File: src/rtl/ssds_pkg.sv
// Shared definitions for the SSD display path (bus interface, digit mapper,
// scan driver).
//   DIGIT_COUNT  number of multiplexed digits on the physical display
//   IDX_W        width of a digit index
//   state_e      scan driver FSM states
//   SEG_A..SEG_G bit positions of the segments inside a 7-bit pattern
package ssds_pkg;
  localparam int DIGIT_COUNT = 4;
  localparam int IDX_W       = $clog2(DIGIT_COUNT);
  localparam int SEG_W       = 7;

  typedef enum logic [1:0] {
    IDLE  = 2'd0,
    BLANK = 2'd1,
    SHOW  = 2'd2
  } state_e;

  localparam int SEG_A = 0;
  localparam int SEG_B = 1;
  localparam int SEG_C = 2;
  localparam int SEG_D = 3;
  localparam int SEG_E = 4;
  localparam int SEG_F = 5;
  localparam int SEG_G = 6;
endpackage

File: src/rtl/ssds_slot_timer.sv
// Modulo-DIGIT_PERIOD slot counter for the scan driver.
//   clk_i         system clock
//   rst_ni        synchronous active-low reset
//   clear_i       forces the count to 0 on the next edge (wins over enable_i)
//   enable_i      advance the count by one each cycle, wrapping at DIGIT_PERIOD-1
//   blank_done_o  count is on the last blanking cycle of the slot
//   slot_done_o   count is on the last cycle of the slot
module ssds_slot_timer #(
  parameter int DIGIT_PERIOD = 50000,
  parameter int BLANK_CYCLES = 500
) (
  input  logic clk_i,
  input  logic rst_ni,
  input  logic clear_i,
  input  logic enable_i,
  output logic blank_done_o,
  output logic slot_done_o
);
  localparam int CW = $clog2(DIGIT_PERIOD);
  localparam logic [CW-1:0] SLOT_LAST  = CW'(DIGIT_PERIOD - 1);
  // With blanking disabled the strobe is never raised, so the value is moot.
  localparam logic [CW-1:0] BLANK_LAST = CW'((BLANK_CYCLES > 0) ? BLANK_CYCLES - 1 : 0);

  logic [CW-1:0] cnt_q, cnt_d;

  always_comb begin
    cnt_d = cnt_q;
    if (clear_i) begin
      cnt_d = '0;
    end else if (enable_i) begin
      cnt_d = (cnt_q == SLOT_LAST) ? '0 : cnt_q + 1'b1;
    end
  end

  always_ff @(posedge clk_i) begin
    if (!rst_ni) begin
      cnt_q <= '0;
    end else begin
      cnt_q <= cnt_d;
    end
  end

  assign slot_done_o  = enable_i && (cnt_q == SLOT_LAST);
  assign blank_done_o = (BLANK_CYCLES > 0) && enable_i && (cnt_q == BLANK_LAST);
endmodule

File: src/rtl/ssds_scan_driver.sv
// Time-multiplexed driver for a 4-digit common-segment 7-segment display.
// Scans the digits cyclically with a blanking gap at the start of each slot
// and shows a frame-consistent snapshot of the input patterns.
//   clk          system clock
//   rst          synchronous active-low reset
//   en           display enable
//   digit_0..3   segment patterns, bit0=a .. bit6=g, 1=lit
//   dots         decimal points, bit i belongs to digit i, 1=lit
//   seg, dp      shared segment / decimal-point pins (SEG_ACTIVE_LOW polarity)
//   sel          digit-select pins, one-hot when active (SEL_ACTIVE_LOW polarity)
//   frame_tick   pulse on the last cycle of digit 3's slot
module ssds_scan_driver
  import ssds_pkg::*;
#(
  parameter int DIGIT_PERIOD   = 50000,
  parameter int BLANK_CYCLES   = 500,
  parameter int SEG_ACTIVE_LOW = 1,
  parameter int SEL_ACTIVE_LOW = 1
) (
  input  logic       clk,
  input  logic       rst,
  input  logic       en,
  input  logic [6:0] digit_0,
  input  logic [6:0] digit_1,
  input  logic [6:0] digit_2,
  input  logic [6:0] digit_3,
  input  logic [3:0] dots,
  output logic [6:0] seg,
  output logic       dp,
  output logic [3:0] sel,
  output logic       frame_tick
);
  // Slot entry state: skip BLANK entirely when blanking is disabled.
  localparam state_e SLOT_START = (BLANK_CYCLES > 0) ? BLANK : SHOW;

  state_e           state_q;
  logic [IDX_W-1:0] idx_q;
  logic [SEG_W-1:0] shadow_q [DIGIT_COUNT];
  logic [3:0]       dots_q;

  logic [SEG_W-1:0] digit_in [DIGIT_COUNT];
  logic             blank_done, slot_done;
  logic [SEG_W-1:0] lit_seg;
  logic             lit_dp;
  logic [3:0]       lit_sel;
  logic             tick;
  logic             last_digit;

  assign digit_in[0] = digit_0;
  assign digit_in[1] = digit_1;
  assign digit_in[2] = digit_2;
  assign digit_in[3] = digit_3;

  function automatic logic [6:0] seg_pin(input logic [6:0] lit);
    return (SEG_ACTIVE_LOW != 0) ? ~lit : lit;
  endfunction

  function automatic logic dp_pin(input logic lit);
    return (SEG_ACTIVE_LOW != 0) ? ~lit : lit;
  endfunction

  function automatic logic [3:0] sel_pin(input logic [3:0] on);
    return (SEL_ACTIVE_LOW != 0) ? ~on : on;
  endfunction

  // Counter runs only while scanning; held at 0 in IDLE and on disable.
  ssds_slot_timer #(
    .DIGIT_PERIOD(DIGIT_PERIOD),
    .BLANK_CYCLES(BLANK_CYCLES)
  ) u_timer (
    .clk_i       (clk),
    .rst_ni      (rst),
    .clear_i     (!en || (state_q == IDLE)),
    .enable_i    (state_q != IDLE),
    .blank_done_o(blank_done),
    .slot_done_o (slot_done)
  );

  assign last_digit = (idx_q == IDX_W'(DIGIT_COUNT - 1));

  // Active-high view of what the pins should show for the current state.
  // seg/dp already carry the digit during BLANK so only sel gates the light.
  always_comb begin
    lit_seg = '0;
    lit_dp  = 1'b0;
    lit_sel = '0;
    tick    = 1'b0;
    if (state_q != IDLE) begin
      lit_seg = shadow_q[idx_q];
      lit_dp  = dots_q[idx_q];
    end
    if (state_q == SHOW) begin
      lit_sel = 4'b0001 << idx_q;
      tick    = last_digit && slot_done;
    end
  end

  always_ff @(posedge clk) begin
    if (!rst) begin
      state_q    <= IDLE;
      idx_q      <= '0;
      dots_q     <= '0;
      for (int i = 0; i < DIGIT_COUNT; i++) shadow_q[i] <= '0;
      seg        <= seg_pin('0);
      dp         <= dp_pin(1'b0);
      sel        <= sel_pin('0);
      frame_tick <= 1'b0;
    end else if (!en) begin
      state_q    <= IDLE;
      idx_q      <= '0;
      seg        <= seg_pin('0);
      dp         <= dp_pin(1'b0);
      sel        <= sel_pin('0);
      frame_tick <= 1'b0;
    end else begin
      seg        <= seg_pin(lit_seg);
      dp         <= dp_pin(lit_dp);
      sel        <= sel_pin(lit_sel);
      frame_tick <= tick;
      case (state_q)
        IDLE: begin
          for (int i = 0; i < DIGIT_COUNT; i++) shadow_q[i] <= digit_in[i];
          dots_q  <= dots;
          idx_q   <= '0;
          state_q <= SLOT_START;
        end
        BLANK: begin
          if (blank_done) state_q <= SHOW;
        end
        SHOW: begin
          if (slot_done) begin
            idx_q   <= idx_q + 1'b1;
            state_q <= SLOT_START;
            // Frame boundary: refresh the snapshot so a frame never tears.
            if (last_digit) begin
              for (int i = 0; i < DIGIT_COUNT; i++) shadow_q[i] <= digit_in[i];
              dots_q <= dots;
            end
          end
        end
        default: state_q <= IDLE;
      endcase
    end
  end
endmodule

File: config.mk
export PLATFORM = sky130hd
export DESIGN_NAME = ssds_scan_driver
export DESIGN_NICKNAME = d
export VERILOG_FILES = /design/src/rtl/ssds_pkg.sv /design/src/rtl/ssds_slot_timer.sv /design/src/rtl/ssds_scan_driver.sv
export SDC_FILE = /design/constraint.sdc
export NUM_CORES = 1
export LEC_CHECK = 0
export CORE_ASPECT_RATIO = 0.7
export CORE_MARGIN = 2
export CORE_UTILIZATION = 30
export CTS_BUF_LIST = sky130_fd_sc_hd__clkbuf_8
export CTS_CLUSTER_SIZE = 25
export DETAILED_ROUTE_END_ITERATION = 7
export SYNTH_ARGS = -nofsm -noshare
export SYNTH_HDL_FRONTEND = slang
export SYNTH_SLANG_ARGS = --single-unit
export TNS_END_PERCENT = 50
File: constraint.sdc
create_clock -name clk -period 2.4 [get_ports clk]
set_input_delay 0.24 -clock clk [delete_from_list [all_inputs] [get_ports clk]]
set_output_delay 0.24 -clock clk [all_outputs]
set_load 0.03 [all_outputs]
==> flow_summary.toml <==
[run_status]
status = "complete, no violations"

[clocking]
cts_tree = "done"
ctsHtreeMaxLevel = 3
clock-sinks = 67
cts_resized = 0
postCtsSetupRepairBufs = 0
cts_buffers = 9
cts_hold_buffers = 0
ctsRootBufferMaster = "clkbuf_8"
clk_pin_slew_ns = 0.08
clock_latency_ns = 0.33
clock_path_buffers = 2

[logic_synthesis]
syn_avg_cell_area_um2 = 12.0
async_flop_share = 0
ys_ff_latch = 67
syn_inst = 238
ys_seq_area_frac = 0.565
yosys-top-cells-area = "edfxtp_1 (29%), dfxtp_1 (27%), mux4_2 (6.3%)"
synth_warnings = 0
netlist_top_cells_count = "dfxtp_1 (39), and2_1 (28), edfxtp_1 (28)"
synth_top_area_frac = 0.293
synth.most_common_cell = "dfxtp_1"
synth_nets = 278
synth_cell_type_count = 51
synthesis.area_mm2 = 0.00287
synth_top_area_cell = "edfxtp_1"
synth_ff_type = "dfxtp_1"
synth-edff-count = 28

[drt]
drc = 0
routedWlPerCell_um = 13.7
vias_per_cell = 4.51
dr.pass1.iters = 4
drt_iter0_drc = 113
vias = 1896
ant_nets = 0
wl_um = 5730

[setup_path]
critPathRequiredTime_ns = 2.60
path_buf_inv = 0
cp_slowest_stage_delay_ns = 0.52
cp_top_family = "simple AND/OR/NAND/NOR gates"
reg2reg_depth = 5
path_max_fanout = 28
arrival_ns = 2.32
crit_path_start = "u_timer.cnt_q[0]$_SDFFE_PP0P_"
crit_slowest_cell = "o22ai_4"
worst-setup-path-type = "flip-flop to flip-flop"
crit_path_end_kind = "flip-flop"
start_kind = "flip-flop"
r2r-start = "u_timer.cnt_q[0]$_SDFFE_PP0P_"
reg2reg_to = "shadow_q[0][3]$_DFFE_PP_"
cp_num_cells = 5
crit_end = "shadow_q[0][3]$_DFFE_PP_"
reg2reg_slack_ns = 0.28
cp_cell_sequence = "ha_1 > and3_1 > nand4_4 > o22ai_4 > and2_1"

[global_routing]
track_usage = 0.121
grt_overflow_total = 0
grt_pass1_wl_um = 9560
grt_max_degree = 29
antenna_found_initial = 0
grt_pass1_vias = 1903

[placement]
place.port_buffers = 47
place.detailed.hpwl_um = 4290
gp_congestion = 0.774
placed_area_mm2 = 0.00348
dp_slack_ns = 0.253

[run]
maxCapViolations = 0

[min_path]
hold_depth = 1
hold_path_class = "flip-flop to flip-flop"

[floorplan]
die_w_um = 121
initial_core_util = 0.312
num_io_pins = 48
num_rows = 29
dieArea_mm2 = 0.0104
core-area_mm2 = 0.00918
dieHeight_um = 85.8

[pwr]
p_leak_nw = 1.28
vdd_drop_max_v = 0.000312
power.density_mw_per_mm2 = 655

[finish]
final_area_mm2 = 0.00371
diodes = 0
post-route-util = 0.404
multiInputGateArea_mm2 = 0.00117
areaGrowthSynthToFinish_pct = 29.2
fin_nets = 331
regArea_mm2 = 0.00162
fillers = 876
drive_gt1_frac = 0.135

[timing]
maxSlewHeadroom = 0.637
min_period_ns = 2.12
fin_skew_ns = 0.00753
setup_violations = 0
finalCritPeriodShare = 0.881
rsz0062_at_grt = "false"
setup_tns_ns = 0
slew_viol_final = 0
worst_pin_slew_ns = 0.544
layout_setup_ws_ns = 0.285
hold_viol = 0
fmax_mhz = 473
-- per-stage QoR --
stage,std cells,power [mW],hold slack [ns]
after CTS,420,2.46,0.454
after detailed placement,404,1.43,0.436
final,420,2.43,0.451
after global placement,404,1.42,0.436
after floorplan,238,1.34,0.382
after global routing,420,2.53,0.465
-- logic make-up after synthesis --
| logic type | count (synthesis) | share of synthesized area |
|---|---|---|
| AO/OA/AOI/OAI | 23 | 0.0663 |
| XOR/XNOR | 9 | 0.0275 |
| adder cells (fa/ha/maj) | 5 | 0.0218 |
| buffers and inverters | 17 | 0.0275 |
| flip-flops | 67 | 0.565 |
| multiplexers | 13 | 0.0803 |
| AND/OR/NAND/NOR | 104 | 0.211 |
-- state kept, by name, summed over array words and instances, names as in the netlist, named ones only --
name / count
state_q: 2
idx_q: 2
frame_tick: 1
dots_q: 4
u_timer.cnt_q: 16
dp: 1
seg: 7
sel: 4
shadow_q: 28
-- cell type report --
type / count / share of cell area
Sequential cell: 67 / 0.438
Multi-Input combinational cell: 154 / 0.315
Timing Repair Buffer: 53 / 0.139
Tap cell: 124 / 0.0419
Clock buffer: 9 / 0.0334
Clock inverter: 7 / 0.0270
Inverter: 6 / 0.00608
-- placed cells by master (no fill, tap or decap), types with 2 or more instances in the layout --
cell and n:
and3_1 4, mux2i_1 5, ha_1 5, inv_1 6
a21oi_1 5, nand4_1 3, xnor2_1 6, nor4_1 2
clkdlybuf4s50_1 47, nand3_1 6, buf_4 6, bufinv_16 2
o211ai_1 5, edfxtp_1 28, clkbuf_8 9, nor2_1 14
mux4_2 8, clkinvlp_4 3, nand2_1 27, o21ai_0 2
and4b_1 2, dfxtp_1 39, o32ai_1 2, and2_1 28
xor2_1 3
-- metal layers --
layer	GRT usage	vias up	wire length, um
met3	0.0465	2	319
met4	0.0507	0	40
li1	-	958	-
met1	0.160	893	2890
met2	0.178	43	2480
met5	0	-	0
-- where the power goes --
group	internal [mW]	switching [mW]
clock	0.589	0.441
combinational	0.0914	0.0574
sequential	1.23	0.0155
-- worst min-delay path by stage --
stage                                             start                       endpoint
final                     u_timer.cnt_q[0]$_SDFFE_PP0P_  u_timer.cnt_q[0]$_SDFFE_PP0P_
after global placement    u_timer.cnt_q[0]$_SDFFE_PP0P_  u_timer.cnt_q[0]$_SDFFE_PP0P_
after detailed placement  u_timer.cnt_q[0]$_SDFFE_PP0P_  u_timer.cnt_q[0]$_SDFFE_PP0P_
after global routing                            dots[1]         dots_q[1]$_SDFFE_PN0P_
after CTS                 u_timer.cnt_q[0]$_SDFFE_PP0P_  u_timer.cnt_q[0]$_SDFFE_PP0P_
after floorplan                                 dots[0]         dots_q[0]$_SDFFE_PN0P_
Power figures use the tool's default switching activity.
